--- src/rtl/crossbar_pkg.sv ---
// Shared types and helpers for the crossbar shift scheduler.
// Optional statistics counters are enabled by defining XBAR_SCHED_STATS_EN.
package crossbar_pkg;

    localparam int XBAR_N = 8;

    typedef enum logic [1:0] {
        IDLE,
        CHECK,
        ISSUE
    } sched_state_e;

    typedef logic [$clog2(XBAR_N)-1:0] sel_t;

    // Circular shift that routes input 'sel' onto output 'idx': (sel - idx) mod n.
    function automatic int calc_shift(input int sel, input int idx, input int n);
        return (sel + n - idx) % n;
    endfunction

endpackage

--- src/rtl/crossbar_shift_calc.sv ---
// Combinational per-output shift vector and collision detection for one mapping.
// Part of crossbar_shift_scheduler (stats option: XBAR_SCHED_STATS_EN).
module crossbar_shift_calc
    import crossbar_pkg::*;
#(
    parameter int N  = XBAR_N,
    parameter int SW = $clog2(N)
) (
    input  logic [N*SW-1:0] sel,
    input  logic [N-1:0]    en,
    output logic [N*SW-1:0] shift,
    output logic            collision
);

    always_comb begin
        shift     = '0;
        collision = 1'b0;
        for (int i = 0; i < N; i++) begin
            shift[i*SW +: SW] = SW'(calc_shift(int'(sel[i*SW +: SW]), i, N));
            for (int j = i + 1; j < N; j++) begin
                if (en[i] && en[j] && (sel[i*SW +: SW] == sel[j*SW +: SW])) begin
                    collision = 1'b1;
                end
            end
        end
    end

endmodule

--- src/rtl/crossbar_shift_scheduler.sv ---
// Decomposes an output->input crossbar mapping into barrel-shifter passes, one per distinct shift.
// Define XBAR_SCHED_STATS_EN to build the saturating request/collision/beat counters.
module crossbar_shift_scheduler
    import crossbar_pkg::*;
#(
    parameter int N  = XBAR_N,
    parameter int SW = $clog2(N)
) (
    input  logic            clk,
    input  logic            rst,
    input  logic            req_valid,
    output logic            req_ready,
    input  logic [N*SW-1:0] req_sel,
    input  logic [N-1:0]    req_en,
    output logic            sched_valid,
    input  logic            sched_ready,
    output logic [SW-1:0]   sched_shift,
    output logic [N-1:0]    sched_out_en,
    output logic            sched_last,
    output logic            sched_multi,
    output logic            collision_error,
    output logic            busy,
    output logic [15:0]     stat_req,
    output logic [15:0]     stat_coll,
    output logic [15:0]     stat_beat
);

    sched_state_e    state_q, state_d;
    logic [N*SW-1:0] sel_q, sel_d;
    logic [N-1:0]    en_q, en_d;
    logic [N*SW-1:0] shift_q, shift_d;
    logic [N-1:0]    pending_q, pending_d;
    logic [SW-1:0]   beat_shift_q, beat_shift_d;
    logic [N-1:0]    out_en_q, out_en_d;
    logic            valid_q, valid_d;
    logic            last_q, last_d;
    logic            multi_q, multi_d;
    logic            coll_q, coll_d;

    logic [N*SW-1:0] calc_shift_vec;
    logic            calc_coll;
    logic            multi_calc;
    logic            have_first;
    logic [SW-1:0]   first_shift;
    logic [N-1:0]    remain;
    logic [SW-1:0]   beat_min;
    logic [N-1:0]    beat_mask;

    crossbar_shift_calc #(.N(N), .SW(SW)) u_calc (
        .sel       (sel_q),
        .en        (en_q),
        .shift     (calc_shift_vec),
        .collision (calc_coll)
    );

    function automatic logic [SW-1:0] min_shift_of(input logic [N*SW-1:0] sv, input logic [N-1:0] m);
        logic [SW-1:0] best;
        best = '1;
        for (int i = 0; i < N; i++) begin
            if (m[i] && (sv[i*SW +: SW] < best)) best = sv[i*SW +: SW];
        end
        return best;
    endfunction

    function automatic logic [N-1:0] mask_of(input logic [N*SW-1:0] sv, input logic [N-1:0] m,
                                             input logic [SW-1:0] s);
        logic [N-1:0] r;
        r = '0;
        for (int i = 0; i < N; i++) r[i] = m[i] && (sv[i*SW +: SW] == s);
        return r;
    endfunction

    // More than one pass is needed exactly when two enabled outputs disagree on shift.
    always_comb begin
        multi_calc  = 1'b0;
        have_first  = 1'b0;
        first_shift = '0;
        for (int i = 0; i < N; i++) begin
            if (en_q[i]) begin
                if (!have_first) begin
                    have_first  = 1'b1;
                    first_shift = calc_shift_vec[i*SW +: SW];
                end else if (calc_shift_vec[i*SW +: SW] != first_shift) begin
                    multi_calc = 1'b1;
                end
            end
        end
    end

    always_comb begin
        state_d      = state_q;
        sel_d        = sel_q;
        en_d         = en_q;
        shift_d      = shift_q;
        pending_d    = pending_q;
        beat_shift_d = beat_shift_q;
        out_en_d     = out_en_q;
        valid_d      = valid_q;
        last_d       = last_q;
        multi_d      = multi_q;
        coll_d       = 1'b0;
        remain       = '0;
        beat_min     = '0;
        beat_mask    = '0;
        case (state_q)
            IDLE: begin
                if (req_valid) begin
                    sel_d   = req_sel;
                    en_d    = req_en;
                    state_d = CHECK;
                end
            end
            CHECK: begin
                shift_d   = calc_shift_vec;
                pending_d = en_q;
                if (calc_coll) begin
                    coll_d  = 1'b1;
                    state_d = IDLE;
                end else if (en_q == '0) begin
                    state_d = IDLE;
                end else begin
                    multi_d = multi_calc;
                    state_d = ISSUE;
                end
            end
            ISSUE: begin
                // A fresh beat is loaded on entry and after every handshake; otherwise the beat holds.
                remain    = (valid_q && sched_ready) ? (pending_q & ~out_en_q) : pending_q;
                pending_d = remain;
                if (!valid_q || sched_ready) begin
                    if (remain == '0) begin
                        state_d      = IDLE;
                        valid_d      = 1'b0;
                        last_d       = 1'b0;
                        multi_d      = 1'b0;
                        out_en_d     = '0;
                        beat_shift_d = '0;
                    end else begin
                        beat_min     = min_shift_of(shift_q, remain);
                        beat_mask    = mask_of(shift_q, remain, beat_min);
                        beat_shift_d = beat_min;
                        out_en_d     = beat_mask;
                        last_d       = ((remain & ~beat_mask) == '0);
                        valid_d      = 1'b1;
                    end
                end
            end
            default: state_d = IDLE;
        endcase
    end

    always_ff @(posedge clk) begin
        if (rst) begin
            state_q      <= IDLE;
            sel_q        <= '0;
            en_q         <= '0;
            shift_q      <= '0;
            pending_q    <= '0;
            beat_shift_q <= '0;
            out_en_q     <= '0;
            valid_q      <= 1'b0;
            last_q       <= 1'b0;
            multi_q      <= 1'b0;
            coll_q       <= 1'b0;
        end else begin
            state_q      <= state_d;
            sel_q        <= sel_d;
            en_q         <= en_d;
            shift_q      <= shift_d;
            pending_q    <= pending_d;
            beat_shift_q <= beat_shift_d;
            out_en_q     <= out_en_d;
            valid_q      <= valid_d;
            last_q       <= last_d;
            multi_q      <= multi_d;
            coll_q       <= coll_d;
        end
    end

    assign req_ready       = (state_q == IDLE);
    assign busy            = (state_q != IDLE);
    assign sched_valid     = valid_q;
    assign sched_shift     = beat_shift_q;
    assign sched_out_en    = out_en_q;
    assign sched_last      = last_q;
    assign sched_multi     = multi_q;
    assign collision_error = coll_q;

`ifdef XBAR_SCHED_STATS_EN
    logic [15:0] stat_req_q, stat_req_d;
    logic [15:0] stat_coll_q, stat_coll_d;
    logic [15:0] stat_beat_q, stat_beat_d;

    always_comb begin
        stat_req_d  = stat_req_q;
        stat_coll_d = stat_coll_q;
        stat_beat_d = stat_beat_q;
        if ((state_q == IDLE) && req_valid && (stat_req_q != 16'hFFFF)) stat_req_d = stat_req_q + 16'd1;
        if ((state_q == CHECK) && calc_coll && (stat_coll_q != 16'hFFFF)) stat_coll_d = stat_coll_q + 16'd1;
        if ((state_q == ISSUE) && valid_q && sched_ready && (stat_beat_q != 16'hFFFF)) stat_beat_d = stat_beat_q + 16'd1;
    end

    always_ff @(posedge clk) begin
        if (rst) begin
            stat_req_q  <= '0;
            stat_coll_q <= '0;
            stat_beat_q <= '0;
        end else begin
            stat_req_q  <= stat_req_d;
            stat_coll_q <= stat_coll_d;
            stat_beat_q <= stat_beat_d;
        end
    end

    assign stat_req  = stat_req_q;
    assign stat_coll = stat_coll_q;
    assign stat_beat = stat_beat_q;
`else
    assign stat_req  = '0;
    assign stat_coll = '0;
    assign stat_beat = '0;
`endif

endmodule
--- config.mk ---
export PLATFORM = sky130hd
export DESIGN_NAME = crossbar_shift_scheduler
export DESIGN_NICKNAME = d
export VERILOG_FILES = /design/src/rtl/crossbar_pkg.sv /design/src/rtl/crossbar_shift_calc.sv /design/src/rtl/crossbar_shift_scheduler.sv
export SDC_FILE = /design/constraint.sdc
export NUM_CORES = 1
export LEC_CHECK = 0
export BUFFER_PORTS_ARGS = -buffer_cell sky130_fd_sc_hd__buf_4
export CORE_MARGIN = 1
export CORE_UTILIZATION = 50
export CTS_CLUSTER_SIZE = 16
export DETAILED_ROUTE_END_ITERATION = 16
export GPL_TIMING_DRIVEN = 0
export HOLD_SLACK_MARGIN = 0.05
export MAX_ROUTING_LAYER = met4
export PLACE_DENSITY = 0.74
export SYNTH_ARGS = -nofsm -noshare
export SYNTH_HDL_FRONTEND = slang
export SYNTH_HIERARCHICAL = 1
export SYNTH_SLANG_ARGS = --single-unit
--- constraint.sdc ---
create_clock -name clk -period 7 [get_ports clk]
set_clock_uncertainty 0.1 [all_clocks]
set_input_delay 1.05 -clock clk [delete_from_list [all_inputs] [get_ports clk]]
set_output_delay 1.05 -clock clk [all_outputs]
set_load 0.05 [all_outputs]
Yosys cells after proc, flatten, opt, wreduce, memory -nomap -nowiden
Index checks and enable logic that the tools add are counted.

storage, ports and cells
  logic and storage cells = 294
  output and inout bits = 65
  input bits = 36
  flip-flop bits (word level) = 81

operators by class
  muxes and demuxes = 119
  $add $sub $neg = 15
  magnitude comparators = 8
  eq/ne operators = 50
  reductions and logical operators = 86
  bitwise operators = 5

operators with widths
  kind                                                                 number
  3-bit two-way mux                                                    46
  3-bit == test                                                        36
  1-bit logical AND                                                    73
  1-bit two-way mux                                                    63
  3-bit by 1-bit adder with 3-bit output (second input constant)       8
  8-bit zero test                                                      3
  3-bit less-than comparator                                           7
  3-bit != test                                                        7
  8-bit AND                                                            2
  8-bit two-way mux                                                    2
  8-bit NOT                                                            2
  8-bit case mux with 2 select lines                                   1
  3-bit subtractor (second input constant)                             4
  2-bit two-way mux                                                    5
  2-bit != test (second input constant)                                5
  2-bit case mux with 3 select lines                                   1
  3-bit by 2-bit subtractor with 3-bit output (second input constant)  2
  5-bit AND reduction                                                  1
  2-bit AND reduction                                                  2
  2-bit nonzero test                                                   2
  3-bit less-than comparator (second input constant)                   1
  3-bit AND reduction                                                  1
  3-bit by 1-bit subtractor with 3-bit output (second input constant)  1
  2-bit by 1-bit == test with 1-bit output (second input constant)     1
  other kinds (7)                                                      7

Depth between registers and ports, before layout
  depth after elaboration = 56
  depth in mapped cells = 31
  gate-level depth less buffers = 29

Cells and area by module
The synthesis kept the hierarchy.

modules (own cells, without submodules)
  module                    area an instance (sq um)  sequential area each (sq um)  cells each  times used
  crossbar_shift_scheduler  5778.0                    1621.6                        755         1
  crossbar_shift_calc       1515.2                    0.0                           201         1

Worst setup path before layout
No wires, ideal clock.

  path type = input port to flip-flop
  start = input port sched_ready
  end = register last_q (netlist: sched_last)
  slack = 0.065 ns
  required time = 6.816 ns
  buffers on the path = 2
  stages = 30
  arrival time = 6.751 ns
  library setup time = 0.084 ns
  path through = nand3_2 > nand2_1 > o22ai_1 > o221ai_1 > mux2_1 > a31oi_2 > o31ai_4 > a21boi_0 > o21ai_0 > nand2_1 > inv_1 > ha_1 > a21oi_1 > nand2_1 > or2_2 > o21ai_4 > mux2_4 > inv_2 > ha_1 > a21oi_1 > nand3_1 > nand4b_1 > and3_1 > clkbuf_1 > o32a_1 > buf_6 > a221o_1 > a311oi_2 > nand4_1 > o31ai_2

on the way
  cells in the longest elaborated chain, start to end = 55
  elaborated cells on any way between the ends = 72
  those cells by class = 7 x order compare; 8 x eq/ne; 34 x mux; 2 x bitwise; 21 x reduce/logical

ends and longest elaborated chain
  element                     RTL line                         text
  start: declaration          crossbar_shift_scheduler.sv:16   input logic sched_ready,
  1-bit logical AND           crossbar_shift_scheduler.sv:128  remain = (valid_q && sched_ready) ? (pending_q & ~out_en_q) : pending_q;
  8-bit two-way mux           crossbar_shift_scheduler.sv:128
  1-bit logical AND           crossbar_shift_scheduler.sv:60   if (m[i] && (sv[i*SW +: SW] < best)) best = sv[i*SW +: SW];
  3-bit two-way mux           crossbar_shift_scheduler.sv:60
  3-bit two-way mux           crossbar_shift_scheduler.sv:131  if (remain == '0) begin
  3-bit two-way mux           crossbar_shift_scheduler.sv:130  if (!valid_q || sched_ready) begin
  3-bit two-way mux           crossbar_shift_scheduler.sv:105  case (state_q)
  3-bit less-than comparator  crossbar_shift_scheduler.sv:60
  [... 39 more ...]           -
  3-bit two-way mux           crossbar_shift_scheduler.sv:130
  3-bit two-way mux           crossbar_shift_scheduler.sv:105
  3-bit == test               crossbar_shift_scheduler.sv:69   for (int i = 0; i < N; i++) r[i] = m[i] && (sv[i*SW +: SW] == s);
  1-bit logical AND           crossbar_shift_scheduler.sv:69
  8-bit NOT                   crossbar_shift_scheduler.sv:143  last_d = ((remain & ~beat_mask) == '0);
  8-bit AND                   crossbar_shift_scheduler.sv:143
  8-bit zero test             crossbar_shift_scheduler.sv:143
  1-bit two-way mux           crossbar_shift_scheduler.sv:131
  end signal: assignment      crossbar_shift_scheduler.sv:174  last_q <= last_d;
  end: declaration            crossbar_shift_scheduler.sv:36   logic last_q, last_d;

Parallel ways exist; a longest one is shown, timed or not. The select of a mux whose other input is x is not followed.
A chain may end at the register's enable or synchronous reset.

Final worst setup path
Same ends and word-level chain as after synthesis.

==> results_dict.tcl <==
set metrics [dict create \
    status "completed" \
    drc 0 \
    cts_tree "done" \
    io_buffers 51 \
    grt_first_pass_wirelength_um 34890 \
    synth_edf_count 0 \
    syn_area_um2 7293 \
    synth_top_area_share_pct 22.23 \
    cts_sinks 81 \
    tightest_slew_ns 0.8744 \
    hold_slack_ns 0.3548 \
    synth_area_leaders "dfxtp_1 (22%), xor2_1 (11%), nand2_1 (7.2%), buf_4 (6.7%), xnor2_1 (5.4%)" \
    syn_area_per_cell_um2 7.629 \
    met2_length_um 10570 \
    routed_wl_um 22070 \
    dp_slack_ns -1.112 \
    die_y_um 122.8 \
    maxSlewHeadroom_pct 41.17 \
    cp_max_fo 8 \
    gr-total-overflow 0 \
    reg2reg_slack_ns 0.34 \
    clkSlewWorstSetupHoldPaths_ns 0.06 \
    hold_end "sel_q[14]$_SDFFE_PP0P_" \
    syn2layout_area_growth_pct 19.30 \
    layout_common_cells "nand2_1 (138), buf_4 (134), xor2_1 (89)" \
    hp-start "sel_q[14]$_SDFFE_PP0P_" \
    synthCells 956 \
    yosys.area.top_type "dfxtp_1" \
    final_max_slew_viol_count 0 \
    cts_hold_repair.buffers 0 \
    clk_latency_ns 0.35 \
    ant_nets 0 \
    p_leak_uw 0.003772 \
    synthArstFlopShare_pct 0 \
    power_density_nw_per_um2 275.2 \
    dr.pass1.iters 6 \
    placementRows 43 \
    min_period_over_period_pct 97.17 \
    cts.path.max_buffers 2 \
    synth_cell_types 80 \
    place.gp.congestion 0.9648 \
    slowest_delay_ns 0.45 \
    initial_core_util_pct 51.94 \
    max_freq_mhz 147.0 \
    antenna_found_initial 0 \
    diodes 0 \
    hp-class "register to register" \
    cts-root-buf "clkbuf_16" \
    wl_met1_um 9403 \
    slowest_stage "a2111o_1" \
    r2r.worst_path.cells 31 \
    wl_per_cell_um 17.40 \
    max_cap_violations 0 \
    mostFrequentLayoutCell "nand2_1" \
    ys_seq_area_share_pct 22.23 \
    fin_cells 1268 \
    setup_violations 0 \
    numCtsBuffers 9 \
    worst_setup_path_start_kind "input port" \
    layout-drive-gt1-share_pct 19.67 \
    critPathKind "input port to register" \
    crit-reg2reg-capture "sched_last$_SDFFE_PP0P_" \
    grt_pass1_vias 6597 \
    hpwlAfterDp_um 16280 \
    num-fill-cells 1300 \
    track_usage_pct 30.90 \
    fp.coreArea_um2 14040 \
    ys.flop_type "dfxtp_1" \
    grt_max_degree 16 \
    min_delay_path_depth 2 \
    regArea_um2 1622 \
    dieArea_um2 15070 \
    multiInputGateArea_um2 5039 \
    setup_tns_ns 0 \
    dp.cells 1234 \
    postLayoutCellArea_um2 8701 \
    period_minus_slack_ns 6.802 \
    synth_seq_cells 81 \
    setup_ws_ns 0.1981 \
    vias 7157 \
    endpoint_kind "register" \
    drtIter0Drc 552 \
    ir_drop_mv 0.1324 \
    crit_top_cell "buf_6" \
    reg2reg_from "sched_valid$_SDFFE_PP0P_" \
    worstPathArrival_ns 6.97 \
    yosys_warnings 6 \
    die_x_um 122.8 \
    place_area_um2 8078 \
    nets 1130 \
    ctsHtreeMaxLevel 3 \
    cp.required_ns 7.17 \
    top_layer "met4" \
    met3_length_um 1418 \
    via_per_inst 5.644 \
    hold_viol 0 \
    ios 101 \
]
[where the power goes]
part | switching [uW] | total, uW | internal, uW | leakage, uW
Clock | 198 | 521 | 323 | 0.000153
Combinational | 773 | 1310 | 542 | 0.00296
Sequential | 55.9 | 559 | 503 | 0.000662
[Yosys cell counts, types with 7 or more instances]
| cell | number |
|---|---|
| a21oi_1 | 57 |
| nor4_1 | 26 |
| buf_4 | 65 |
| nand3_1 | 26 |
| inv_1 | 31 |
| clkbuf_1 | 35 |
| mux2i_1 | 38 |
| a31oi_1 | 10 |
| xnor2_1 | 45 |
| buf_6 | 17 |
| a211oi_1 | 13 |
| o31ai_1 | 7 |
| xor2_1 | 89 |
| nor3_1 | 24 |
| dfxtp_1 | 81 |
| and2_1 | 11 |
| nor2_1 | 69 |
| o21ai_0 | 27 |
| nand2b_1 | 8 |
| ha_1 | 11 |
| nand2_1 | 140 |
[worst max-delay path, delay by kind of cell]
kind / cells / cell delay (ns)
compound gates: 13 / 2.75
simple gates: 10 / 1.68
buf+inv: 6 / 0.69
fa+ha+maj: 2 / 0.42
mux: 1 / 0.36
[worst max-delay path by stage]
stage / startpoint / endpoint / cells past startpoint
floorplan: sched_ready / sched_last$_SDFFE_PP0P_ / 30
global placement: sched_ready / sched_last$_SDFFE_PP0P_ / 31
detailed placement: sched_ready / sched_last$_SDFFE_PP0P_ / 31
CTS: sched_ready / sched_last$_SDFFE_PP0P_ / 31
global route: sched_ready / sched_out_en[0]$_SDFFE_PP0P_ / 31
finish: sched_ready / sched_last$_SDFFE_PP0P_ / 32
[sequential cells by signal (all words and copies together) (netlist names)]
signal	cells
en_q	8
state_q	2
sel_q	24
collision_error	1
sched_valid	1
sched_shift	3
sched_out_en	8
sched_multi	1
pending_q	8
sched_last	1
shift_q	24
[metrics by stage]
step,utilization [%],total power (uW)
2_1_floorplan,-,1472
3_3_place_gp,57.52,1711
3_5_place_dp,57.52,1722
4_1_cts,60.32,2266
5_1_grt,61.96,2516
6_report,61.96,2394
[what timing repair did]
action,in CTS,in global routing
resized for setup,14,22
pin swaps,1,18
setup endpoints to repair,11,4
setup buffers,1,19
[routing by layer]
layer | up-vias | track usage, %
li1 | 3440 | -
met1 | 3362 | 38.23
met2 | 290 | 50.74
met3 | 65 | 5.019
met4 | 0 | 10.59
met5 | - | -
[layout make-up]
cell class                 count  area share, %
buffer                       120          9.462
clock buffer                  12          2.833
inverter                      33          1.481
timing repair buffer          71          6.212
tap                          180          2.588
sequential                    81          18.64
multi-input combinational    767          57.91
clock inverter                 4         0.8772
[cell families (layout without fill, tap and decap cells)]
family | Yosys count | in the layout | share of synthesized area [%]
AND/OR/NAND/NOR | 341 | 341 | 21.67
other | 1 | 48 | 0.05142
multiplexers | 42 | 42 | 5.884
AO/OA/AOI/OAI | 190 | 190 | 18.87
XOR/XNOR | 135 | 135 | 16.32
adder cells (fa/ha/maj) | 11 | 11 | 1.887
buffers and inverters | 155 | 240 | 13.09
flip-flops | 81 | 81 | 22.23
No activity file was read; power rests on OpenSTA's default activity.
